File: src/rtl/uart_recv_frame_if.sv
// Serial input and frame-level outputs of the UART frame receiver.
interface uart_recv_frame_if #(
    parameter int W = 64
);
    logic         uart_rxd;
    logic         uart_done;
    logic [W-1:0] uart_data;
    logic         frame_err;
    logic         timeout_err;
    logic         busy;

    modport master (
        input  uart_rxd,
        output uart_done,
        output uart_data,
        output frame_err,
        output timeout_err,
        output busy
    );

    modport slave (
        output uart_rxd,
        input  uart_done,
        input  uart_data,
        input  frame_err,
        input  timeout_err,
        input  busy
    );
endinterface

File: src/rtl/uart_recv_frame.sv
// 8N1 UART receiver assembling NUM_BYTES bytes into one wide word,
// with glitch rejection, stop-bit check and inter-byte timeout.
module uart_recv_frame #(
    parameter int CLK_FREQ     = 100_000_000,
    parameter int UART_BPS     = 115200,
    parameter int NUM_BYTES    = 8,
    parameter int MSB_FIRST    = 1,
    parameter int TIMEOUT_BITS = 20
) (
    input  logic sys_clk,
    input  logic sys_rst_n,
    uart_recv_frame_if.master bus
);
    localparam int BPS_CNT = CLK_FREQ / UART_BPS;
    localparam int HALF    = BPS_CNT / 2;
    localparam int W       = 8 * NUM_BYTES;
    localparam int TMO     = TIMEOUT_BITS * BPS_CNT;
    localparam int CW      = $clog2(BPS_CNT);
    localparam int TW      = $clog2(TMO);
    localparam int BW      = $clog2(NUM_BYTES + 1);

    localparam logic [CW-1:0] HALF_M1 = CW'(HALF - 1);
    localparam logic [CW-1:0] BPS_M1  = CW'(BPS_CNT - 1);
    localparam logic [TW-1:0] TMO_M1  = TW'(TMO - 1);
    localparam logic [BW-1:0] LAST_B  = BW'(NUM_BYTES - 1);

    localparam logic [1:0] S_IDLE  = 2'd0;
    localparam logic [1:0] S_START = 2'd1;
    localparam logic [1:0] S_DATA  = 2'd2;
    localparam logic [1:0] S_STOP  = 2'd3;

    logic          rx_meta_q, rx_sync_q, rx_prev_q;
    logic [1:0]    state_q, state_d;
    logic [CW-1:0] clk_cnt_q, clk_cnt_d;
    logic [2:0]    bit_idx_q, bit_idx_d;
    logic [7:0]    shift_q, shift_d;
    logic [BW-1:0] byte_cnt_q, byte_cnt_d;
    logic [TW-1:0] idle_cnt_q, idle_cnt_d;
    logic [W-1:0]  frame_q, frame_d;
    logic [W-1:0]  data_q, data_d;
    logic          done_q, done_d;
    logic          ferr_q, ferr_d;
    logic          terr_q, terr_d;
    logic          start;
    logic [W-1:0]  frame_n;

    assign start = rx_prev_q & ~rx_sync_q;

    // shifts are used instead of slices so NUM_BYTES=1 stays legal
    always_comb begin
        if (MSB_FIRST != 0) begin
            frame_n = (frame_q << 8) | W'(shift_q);
        end else begin
            frame_n = (frame_q >> 8) | (W'(shift_q) << (W - 8));
        end
    end

    always_comb begin
        state_d    = state_q;
        clk_cnt_d  = clk_cnt_q;
        bit_idx_d  = bit_idx_q;
        shift_d    = shift_q;
        byte_cnt_d = byte_cnt_q;
        idle_cnt_d = '0;
        frame_d    = frame_q;
        data_d     = data_q;
        done_d     = 1'b0;
        ferr_d     = 1'b0;
        terr_d     = 1'b0;
        unique case (state_q)
            S_IDLE: begin
                if (byte_cnt_q != '0) begin
                    if (idle_cnt_q == TMO_M1) begin
                        terr_d     = 1'b1;
                        byte_cnt_d = '0;
                    end else begin
                        idle_cnt_d = idle_cnt_q + TW'(1);
                    end
                end
                // a start coinciding with timeout still begins a new frame
                if (start) begin
                    state_d    = S_START;
                    clk_cnt_d  = '0;
                    idle_cnt_d = '0;
                end
            end
            S_START: begin
                if (clk_cnt_q == HALF_M1) begin
                    clk_cnt_d = '0;
                    if (!rx_sync_q) begin
                        state_d   = S_DATA;
                        bit_idx_d = 3'd0;
                    end else begin
                        state_d = S_IDLE;
                    end
                end else begin
                    clk_cnt_d = clk_cnt_q + CW'(1);
                end
            end
            S_DATA: begin
                if (clk_cnt_q == BPS_M1) begin
                    clk_cnt_d = '0;
                    shift_d   = {rx_sync_q, shift_q[7:1]};
                    if (bit_idx_q == 3'd7) begin
                        state_d = S_STOP;
                    end else begin
                        bit_idx_d = bit_idx_q + 3'd1;
                    end
                end else begin
                    clk_cnt_d = clk_cnt_q + CW'(1);
                end
            end
            S_STOP: begin
                if (clk_cnt_q == BPS_M1) begin
                    clk_cnt_d = '0;
                    state_d   = S_IDLE;
                    if (rx_sync_q) begin
                        frame_d = frame_n;
                        if (byte_cnt_q == LAST_B) begin
                            data_d     = frame_n;
                            done_d     = 1'b1;
                            byte_cnt_d = '0;
                        end else begin
                            byte_cnt_d = byte_cnt_q + BW'(1);
                        end
                    end else begin
                        ferr_d     = 1'b1;
                        byte_cnt_d = '0;
                    end
                end else begin
                    clk_cnt_d = clk_cnt_q + CW'(1);
                end
            end
            default: state_d = S_IDLE;
        endcase
    end

    always_ff @(posedge sys_clk or negedge sys_rst_n) begin
        if (!sys_rst_n) begin
            rx_meta_q  <= 1'b1;
            rx_sync_q  <= 1'b1;
            rx_prev_q  <= 1'b1;
            state_q    <= S_IDLE;
            clk_cnt_q  <= '0;
            bit_idx_q  <= '0;
            shift_q    <= '0;
            byte_cnt_q <= '0;
            idle_cnt_q <= '0;
            frame_q    <= '0;
            data_q     <= '0;
            done_q     <= 1'b0;
            ferr_q     <= 1'b0;
            terr_q     <= 1'b0;
        end else begin
            rx_meta_q  <= bus.uart_rxd;
            rx_sync_q  <= rx_meta_q;
            rx_prev_q  <= rx_sync_q;
            state_q    <= state_d;
            clk_cnt_q  <= clk_cnt_d;
            bit_idx_q  <= bit_idx_d;
            shift_q    <= shift_d;
            byte_cnt_q <= byte_cnt_d;
            idle_cnt_q <= idle_cnt_d;
            frame_q    <= frame_d;
            data_q     <= data_d;
            done_q     <= done_d;
            ferr_q     <= ferr_d;
            terr_q     <= terr_d;
        end
    end

    assign bus.uart_done   = done_q;
    assign bus.uart_data   = data_q;
    assign bus.frame_err   = ferr_q;
    assign bus.timeout_err = terr_q;
    assign bus.busy        = (state_q != S_IDLE) || (byte_cnt_q != '0);
endmodule

File: src/flat_wrapper.sv
// flat-port wrapper written by rule: the top's interface ports become plain ports
module uart_recv_frame_flat 
#(
    parameter int CLK_FREQ     = 100_000_000,
    parameter int UART_BPS     = 115200,
    parameter int NUM_BYTES    = 8,
    parameter int MSB_FIRST    = 1,
    parameter int TIMEOUT_BITS = 20
)
  (sys_clk, sys_rst_n, bus_uart_rxd, bus_uart_done, bus_uart_data, bus_frame_err, bus_timeout_err, bus_busy);
  uart_recv_frame_if #(.W(64)) bus_i ();
  input  logic sys_clk;
  input  logic sys_rst_n;
  input wire logic [$bits(bus_i.uart_rxd)-1:0] bus_uart_rxd;
  output wire logic [$bits(bus_i.uart_done)-1:0] bus_uart_done;
  output wire logic [$bits(bus_i.uart_data)-1:0] bus_uart_data;
  output wire logic [$bits(bus_i.frame_err)-1:0] bus_frame_err;
  output wire logic [$bits(bus_i.timeout_err)-1:0] bus_timeout_err;
  output wire logic [$bits(bus_i.busy)-1:0] bus_busy;
  assign bus_i.uart_rxd = bus_uart_rxd;
  assign bus_uart_done = bus_i.uart_done;
  assign bus_uart_data = bus_i.uart_data;
  assign bus_frame_err = bus_i.frame_err;
  assign bus_timeout_err = bus_i.timeout_err;
  assign bus_busy = bus_i.busy;
  uart_recv_frame #(.CLK_FREQ(CLK_FREQ), .UART_BPS(UART_BPS), .NUM_BYTES(NUM_BYTES), .MSB_FIRST(MSB_FIRST), .TIMEOUT_BITS(TIMEOUT_BITS)) u_core (.sys_clk(sys_clk), .sys_rst_n(sys_rst_n), .bus(bus_i));
endmodule
File: config.mk
export PLATFORM = sky130hd
export DESIGN_NAME = uart_recv_frame_flat
export DESIGN_NICKNAME = d
export VERILOG_FILES = /design/src/rtl/uart_recv_frame_if.sv /design/src/rtl/uart_recv_frame.sv /design/src/flat_wrapper.sv
export SDC_FILE = /design/constraint.sdc
export NUM_CORES = 1
export LEC_CHECK = 0
export CAP_MARGIN = 5
export CORE_MARGIN = 2
export CORE_UTILIZATION = 50
export CTS_CLUSTER_SIZE = 16
export DETAILED_ROUTE_END_ITERATION = 8
export DONT_BUFFER_PORTS = 1
export SYNTH_ARGS = -nofsm -noshare
export SYNTH_HDL_FRONTEND = slang
export SYNTH_SLANG_ARGS = --single-unit
File: constraint.sdc
create_clock -name sys_clk -period 2.7 [get_ports sys_clk]
set_clock_uncertainty 0.1 [all_clocks]
set_input_delay 0.405 -clock sys_clk [delete_from_list [all_inputs] [get_ports sys_clk]]
set_output_delay 0.405 -clock sys_clk [all_outputs]
set_load 0.02 [all_outputs]
==> run_summary.xml, run 1 <==
<?xml version="1.0" encoding="UTF-8"?>
<metrics>
  <group name="setup_path">
    <metric name="critical-path-max-stage-delay" unit="ps">420</metric>
    <metric name="worstPathCellList" unit="">ha_1, nand4bb_4, nor3_2, nand3_2, nor3_2, buf_12, mux2_2</metric>
    <metric name="type_of_origin_of_the_critical_path" unit="">register</metric>
    <metric name="reg2reg_setup_slack" unit="ps">310</metric>
    <metric name="crit_required" unit="ps">2900</metric>
    <metric name="maximum_fanout_encountered_on_the_critical_timing_path" unit="">38</metric>
    <metric name="worst_r2r_path_depth" unit="">7</metric>
    <metric name="critPathMostFrequentCell" unit="">nor3_2</metric>
    <metric name="ws_path_type" unit="">register to register</metric>
    <metric name="timing.critical_path.arrival" unit="ps">2590</metric>
    <metric name="timing.critical_path.to_type" unit="">register</metric>
    <metric name="critical_path.slowest_cell" unit="">dfrtp_1</metric>
  </group>
  <group name="synthesis">
    <metric name="register_bit_count_reported_by_yosys" unit="">168</metric>
    <metric name="number_of_enable_type_register_cells_in_the_synthesized_netlist" unit="">0</metric>
    <metric name="sequential_area_share_after_synthesis" unit="%">61.22</metric>
    <metric name="post_synth_num_cell_types" unit="">49</metric>
    <metric name="dominantRegCellSynth" unit="">dfrtp_1</metric>
    <metric name="syn_nets" unit="">497</metric>
    <metric name="syn-cell-area" unit="um^2">6873</metric>
    <metric name="synth_cells" unit="">482</metric>
    <metric name="syn_avg_cell_area" unit="um^2">14.26</metric>
    <metric name="synth_warnings" unit="">0</metric>
    <metric name="fraction_of_synthesis_flops_using_an_asynchronous_set_or_reset_pin" unit="%">100.0</metric>
  </group>
  <group name="finish">
    <metric name="final_common_cell" unit="">dfrtp_1</metric>
    <metric name="layout_area_overhead" unit="%">11.32</metric>
    <metric name="finalNetCount" unit="">504</metric>
    <metric name="antenna-diode-count" unit="">0</metric>
    <metric name="layout.cells.most_common_list" unit="">dfrtp_1, mux2_2, mux2_1, nor2_1, nand2_1</metric>
    <metric name="fillCellCount" unit="">1106</metric>
    <metric name="post_route_cells_drive_above_1_share" unit="%">24.30</metric>
  </group>
  <group name="drt">
    <metric name="antenna_left" unit="">0</metric>
    <metric name="wl_per_cell" unit="um">17.08</metric>
    <metric name="num_vias" unit="">3638</metric>
    <metric name="drt_first_iter_violations" unit="">238</metric>
    <metric name="drt_pre_antenna_iters" unit="">4</metric>
    <metric name="drt-vias-per-instance" unit="">5.366</metric>
    <metric name="drt_drc_violations_left" unit="">0</metric>
    <metric name="drt-total-wl" unit="um">11580</metric>
  </group>
  <group name="floorplan">
    <metric name="placeableCoreArea" unit="um^2">13350</metric>
    <metric name="die-area" unit="um^2">14700</metric>
    <metric name="fp.dieH" unit="um">121.2</metric>
    <metric name="initial_standard_cell_utilization_of_the_core" unit="%">51.49</metric>
    <metric name="pin_count" unit="">71</metric>
    <metric name="die_x" unit="um">121.2</metric>
    <metric name="rows" unit="">42</metric>
  </group>
  <group name="clocking">
    <metric name="clock_sinks" unit="">168</metric>
    <metric name="worstSkewPairLatency" unit="ps">420</metric>
    <metric name="cts_tree" unit="">built</metric>
    <metric name="cts.clk_slew.worst_paths" unit="ps">60</metric>
    <metric name="max-clock-path-buffers" unit="">2</metric>
    <metric name="ctsHtreeMaxLevel" unit="">4</metric>
    <metric name="cts_hold_buf" unit="">1</metric>
    <metric name="count_of_instances_resized_after_the_clock_tree_is_built" unit="">0</metric>
    <metric name="tritoncts.num_buffers" unit="">17</metric>
    <metric name="root_buffer_cell" unit="">clkbuf_16</metric>
  </group>
  <group name="job">
    <metric name="max_cap_viol_count" unit="">0</metric>
  </group>
  <group name="placed_design">
    <metric name="dpl.hpwl" unit="um">7315</metric>
    <metric name="count_of_buffers_inserted_at_the_top_level_ports" unit="">0</metric>
    <metric name="place_congestion" unit="">0.8055</metric>
  </group>
  <group name="global_route">
    <metric name="grt_start_max_net_pins" unit="">169</metric>
    <metric name="number_of_antenna_violations_at_the_first_check_in_global_routing" unit="">0</metric>
    <metric name="gr-usage-all-layers" unit="%">17.36</metric>
    <metric name="grt_pass1_wl" unit="um">19550</metric>
    <metric name="first_global_vias" unit="">3762</metric>
    <metric name="overflow" unit="">0</metric>
  </group>
  <group name="power">
    <metric name="ir_worst_vdd" unit="uV">357.8</metric>
    <metric name="overall_power" unit="uW">5429</metric>
    <metric name="static-leakage-power" unit="uW">0.003814</metric>
    <metric name="powerDensity" unit="nW/um^2">709.6</metric>
  </group>
  <group name="sta">
    <metric name="clock.fmax" unit="MHz">418.3</metric>
    <metric name="final.period_utilization" unit="%">88.55</metric>
    <metric name="tightest_hold_margin" unit="ps">-418.8</metric>
    <metric name="timing.final.max_slew_violations" unit="">0</metric>
    <metric name="final_period_minus_worst_setup_slack" unit="ps">2391</metric>
    <metric name="transition_time_of_the_tightest_slew_check_pin" unit="ps">736.8</metric>
    <metric name="rsz0062_at_grt" unit="">false</metric>
    <metric name="timing.max_slew.rel_slack" unit="%">50.88</metric>
    <metric name="finalSetupViolations" unit="">0</metric>
    <metric name="fin_tns_setup" unit="ps">0</metric>
    <metric name="final-hold-violation-count" unit="">168</metric>
  </group>
  <group name="outcome">
    <metric name="failed_checks" unit="">negative hold slack</metric>
    <metric name="status" unit="">finished, violations left</metric>
  </group>
  <group name="hold_path">
    <metric name="worst_hold_path_type" unit="">input port to asynchronous set/reset pin</metric>
  </group>
</metrics>
## sequential cells by signal, summed over array words and instances, names as in the netlist, 3 cells and up, named ones only
signal and count:
u_core.bus.uart_data 64, u_core.shift_q 8, u_core.byte_cnt_q 4, u_core.idle_cnt_q 15, u_core.bit_idx_q 3, u_core.frame_q 56, u_core.clk_cnt_q 10
## worst max-delay path: cells and delay by family (launching register included)
kind	cells	cell delay [ps]
adders and majority gates	1	290
buffers and inverters	1	280
DFF	1	420
muxes	1	360
and+or+nand+nor	4	810
## cell families after synthesis
group / Yosys count / share of synthesized area (%)
compound gates: 24 / 2.640
simple gates: 98 / 7.701
mux: 131 / 21.41
fa+ha+maj: 12 / 2.185
buf+inv: 29 / 2.294
flops: 168 / 61.22
xor+xnor: 20 / 2.549
## cell usage after synthesis, types with 3 or more instances
master      n  area, um^2
dfrtp_1   165        4129
mux2_2     78       878.3
mux2_1     50       563.0
nor2_1     31       116.4
nand2_1    21       78.83
inv_1      13       48.80
ha_1       12       150.1
xnor2_1    10       87.58
xor2_1     10       87.58
and3_1      7       43.79
nand3_1     7       35.03
buf_2       6       30.03
buf_6       5       56.30
nand4_1     5       31.28
nor3_1      5       25.02
clkbuf_1    4       15.01
o21ai_0     4       20.02
o41ai_1     4       35.03
and4_1      3       26.28
dfstp_2     3       78.83
mux2i_1     3       30.03
## final timing paths
check	from	to
min	sys_rst_n	u_core.bus.uart_data[60]
max in group asynchronous	sys_rst_n	u_core.rx_meta_q
min in group sys_clk	u_core.rx_meta_q	u_core.rx_sync_q
min reg2reg	u_core.rx_meta_q	u_core.rx_sync_q
max	u_core.clk_cnt_q[0]	u_core.bus.uart_data[4]
max reg2reg	u_core.clk_cnt_q[0]	u_core.bus.uart_data[4]
## report_power, final
group | leakage, uW | internal, uW | switching, uW
registers | 0.00233 | 2550 | 35.0
clock network | 0.000291 | 1470 | 970
logic | 0.00119 | 127 | 279
## through the flow
stage	utilization (%)	setup WS, ps	hold WS, ps	area (um^2)	std cells
2_1_floorplan	-	547.3	9.409	6873	482
5_1_grt	57.32	102.2	-449.0	7651	678
6_report	57.32	309.1	-418.8	7651	678
4_1_cts	57.32	278.1	-438.1	7651	678
3_3_place_gp	52.76	368.0	14.00	7042	645
3_5_place_dp	52.76	297.8	14.08	7042	645
## cell type report
class | count | area [um^2] | area share (%)
multi-input combinational | 285 | 2517 | 32.90
clock inverter | 9 | 111.4 | 1.455
sequential | 168 | 4208 | 55.00
clock buffer | 23 | 488.0 | 6.378
tap | 176 | 220.2 | 2.878
inverter | 13 | 48.80 | 0.6378
timing repair buffer | 4 | 57.56 | 0.7522
## per-layer routing
layer | global-route usage, % | routed length (um)
met2 | 26.51 | 5477
met1 | 22.91 | 5320
met5 | 0 | 0
met4 | 7.328 | 212
met3 | 5.639 | 571
## repair_timing
action                                 4_1_cts  5_1_grt
endpoints found under the hold margin      169      168
setup buffers                                0        0
setup endpoints to repair                    0        0
Power figures use the tool's default switching activity.
==> run 2, diff against run 1 <==
--- a/config.mk
+++ b/config.mk
@@ -8,6 +8,7 @@
 export CAP_MARGIN = 5
 export CORE_MARGIN = 2
 export CORE_UTILIZATION = 50
+export CTS_CLUSTER_DIAMETER = 30
 export CTS_CLUSTER_SIZE = 16
 export DETAILED_ROUTE_END_ITERATION = 8
 export DONT_BUFFER_PORTS = 1
==> results of run 2 <==
The final DEF is identical to that of run 1; final timing and power are the same.
==> run 3, diff against run 2 <==
--- a/config.mk
+++ b/config.mk
@@ -12,6 +12,8 @@
 export CTS_CLUSTER_SIZE = 16
 export DETAILED_ROUTE_END_ITERATION = 8
 export DONT_BUFFER_PORTS = 1
+export GPL_TIMING_DRIVEN = 0
+export SKIP_LAST_GASP = 1
 export SYNTH_ARGS = -nofsm -noshare
 export SYNTH_HDL_FRONTEND = slang
 export SYNTH_SLANG_ARGS = --single-unit
==> run 3 against run 2 <==
  * The flow still finishes with violations (negative hold slack)
  * Sequential cell count unchanged
  * Cell area increased by 0.74%
  * Critical path depth up 1
  * Combinational power decreased by 1%
  * Non-clock buffer count increased by 13
  * Routed wire length rose by 6.9%
  * Register-to-register slack got worse by 110 ps
  * Count of clock-buffer cells in the layout increased by 2
  * Clock power about the same
  * Fmax decreased by 4.2%
  * Critical endpoint is now u_core.bus.uart_data[60]
  * Largest cell class unchanged
  * Highest routed layer unchanged
==> run_summary.xml, run 3 (synthesis gave the netlist of run 1 again) <==
<?xml version="1.0" encoding="UTF-8"?>
<metrics>
  <group name="placed_design">
    <metric name="place_congestion" unit="">0.8093</metric>
    <metric name="dpl.hpwl" unit="um">8245</metric>
    <metric name="count_of_buffers_inserted_at_the_top_level_ports" unit="">0</metric>
    <metric name="post_dp_cell_area" unit="um^2">7093</metric>
    <metric name="preCtsSetupSlack" unit="ps">133.2</metric>
  </group>
  <group name="sta">
    <metric name="layout_setup_ws" unit="ps">203.4</metric>
    <metric name="finalSetupViolations" unit="">0</metric>
    <metric name="final.period_utilization" unit="%">92.47</metric>
    <metric name="transition_time_of_the_tightest_slew_check_pin" unit="ps">588.1</metric>
    <metric name="timing.final.max_slew_violations" unit="">0</metric>
    <metric name="timing.max_slew.rel_slack" unit="%">60.80</metric>
    <metric name="rsz0062_at_grt" unit="">false</metric>
    <metric name="tightest_hold_margin" unit="ps">-422.5</metric>
    <metric name="fin_tns_setup" unit="ps">0</metric>
    <metric name="final_period_minus_worst_setup_slack" unit="ps">2497</metric>
    <metric name="final-hold-violation-count" unit="">168</metric>
    <metric name="clock.fmax" unit="MHz">400.5</metric>
  </group>
  <group name="drt">
    <metric name="drt_pre_antenna_iters" unit="">4</metric>
    <metric name="drt_first_iter_violations" unit="">188</metric>
    <metric name="wl_per_cell" unit="um">17.92</metric>
    <metric name="antenna_left" unit="">0</metric>
    <metric name="drt-total-wl" unit="um">12380</metric>
    <metric name="drt-vias-per-instance" unit="">5.453</metric>
    <metric name="drt_drc_violations_left" unit="">0</metric>
    <metric name="num_vias" unit="">3768</metric>
  </group>
  <group name="global_route">
    <metric name="globalRouteMet3Util" unit="%">5.404</metric>
    <metric name="number_of_antenna_violations_at_the_first_check_in_global_routing" unit="">0</metric>
    <metric name="overflow" unit="">0</metric>
    <metric name="gr-usage-all-layers" unit="%">18.50</metric>
    <metric name="first_global_vias" unit="">3978</metric>
    <metric name="use_met1" unit="%">23.67</metric>
    <metric name="met2_usage" unit="%">29.67</metric>
    <metric name="grt_start_max_net_pins" unit="">169</metric>
    <metric name="grt_pass1_wl" unit="um">20510</metric>
    <metric name="most_used_routing_layer" unit="">met2</metric>
  </group>
  <group name="floorplan">
    <metric name="pin_count" unit="">71</metric>
    <metric name="initial_standard_cell_utilization_of_the_core" unit="%">51.49</metric>
    <metric name="die-area" unit="um^2">14700</metric>
    <metric name="rows" unit="">42</metric>
    <metric name="placeableCoreArea" unit="um^2">13350</metric>
    <metric name="die_x" unit="um">121.2</metric>
    <metric name="fp.dieH" unit="um">121.2</metric>
  </group>
  <group name="finish">
    <metric name="layout.cells.most_common_list" unit="">dfrtp_1, mux2_2, mux2_1, nor2_1, nand2_1</metric>
    <metric name="final_common_cell" unit="">dfrtp_1</metric>
    <metric name="fillCellCount" unit="">1100</metric>
    <metric name="finalNetCount" unit="">517</metric>
    <metric name="antenna-diode-count" unit="">0</metric>
    <metric name="seq_area" unit="um^2">4208</metric>
    <metric name="layout.cell_area.non_filler" unit="um^2">7707</metric>
    <metric name="multiInputGateArea" unit="um^2">2510</metric>
    <metric name="post_route_cells_drive_above_1_share" unit="%">24.66</metric>
    <metric name="layout_area_overhead" unit="%">12.14</metric>
    <metric name="largest_register_ff_count" unit="">64</metric>
  </group>
  <group name="clocking">
    <metric name="max-clock-path-buffers" unit="">2</metric>
    <metric name="root_buffer_cell" unit="">clkbuf_16</metric>
    <metric name="worstSkewPairLatency" unit="ps">420</metric>
    <metric name="cts.clk_slew.worst_paths" unit="ps">60</metric>
    <metric name="clock_sinks" unit="">168</metric>
    <metric name="cts_tree" unit="">built</metric>
    <metric name="tritoncts.num_buffers" unit="">17</metric>
    <metric name="number_of_buffers_added_for_setup_after_cts" unit="">0</metric>
    <metric name="ctsHtreeMaxLevel" unit="">4</metric>
    <metric name="cts_hold_buf" unit="">1</metric>
  </group>
  <group name="setup_path">
    <metric name="type_of_origin_of_the_critical_path" unit="">register</metric>
    <metric name="worst_r2r_path_depth" unit="">8</metric>
    <metric name="timing.critical_path.to_type" unit="">register</metric>
    <metric name="maximum_fanout_encountered_on_the_critical_timing_path" unit="">10</metric>
    <metric name="ws_path_type" unit="">register to register</metric>
    <metric name="timing.critical_path.arrival" unit="ps">2690</metric>
    <metric name="crit_required" unit="ps">2900</metric>
  </group>
  <group name="hold_path">
    <metric name="worst_hold_path_type" unit="">input port to asynchronous set/reset pin</metric>
  </group>
  <group name="job">
    <metric name="max_cap_viol_count" unit="">0</metric>
  </group>
  <group name="power">
    <metric name="ir_worst_vdd" unit="uV">347.6</metric>
    <metric name="static-leakage-power" unit="uW">0.003849</metric>
    <metric name="powerDensity" unit="nW/um^2">704.9</metric>
  </group>
  <group name="outcome">
    <metric name="failed_checks" unit="">negative hold slack</metric>
    <metric name="status" unit="">finished, violations left</metric>
  </group>
</metrics>
run 3: through the flow:
step | power (uW) | cells | util (%)
after floorplan | 2929 | 482 | -
after global placement | 3013 | 658 | 53.14
after detailed placement | 3029 | 658 | 53.14
after CTS | 5495 | 691 | 57.72
after global routing | 5658 | 691 | 57.74
final | 5433 | 691 | 57.74
run 3: critical path: stages, from the launching register on:
cell,delay (ps)
dfrtp_1,410
ha_2,270
nand4bb_4,140
nor3_2,250
nand3_1,170
nor3_1,210
buf_4,260
buf_6,200
mux2_1,350
run 3: per-layer routing:
metal  part of all wire, %  vias up
li1                      -     1736
met1                    44     1953
met2                    50       61
met3                   4.4       18
met4                   1.6        0
met5                     0        -
run 3: timing repair:
action / in CTS / in global routing
gates resized for setup: 0 / 1
setup endpoints to repair: 0 / 3
hold endpoints to repair: 169 / 168
run 3: area by class of cell:
type,count,area share [%]
Buffer,16,1.412
Clock buffer,25,6.299
Clock inverter,7,1.510
Inverter,13,0.6331
Multi-Input combinational cell,285,32.56
Sequential cell,168,54.59
Tap cell,176,2.857
Timing Repair Buffer,1,0.1299
run 3: final timing paths:
check,start,end,slack (ps)
setup / recovery,u_core.clk_cnt_q[0],u_core.bus.uart_data[60],200
hold / removal,sys_rst_n,u_core.bus.uart_data[60],-420
setup reg to reg,u_core.clk_cnt_q[0],u_core.bus.uart_data[60],200
hold reg to reg,u_core.rx_meta_q,u_core.rx_sync_q,260
max in group asynchronous,sys_rst_n,u_core.rx_sync_q,2680
min in group sys_clk,u_core.rx_meta_q,u_core.rx_sync_q,260
run 3: power breakdown:
| part | total, uW | leakage, uW | switching [uW] | internal (uW) |
|---|---|---|---|---|
| clock | 2440 | 0.000291 | 917 | 1530 |
| combinational | 403 | 0.00122 | 274 | 129 |
| sequential | 2590 | 0.00233 | 35.0 | 2550 |
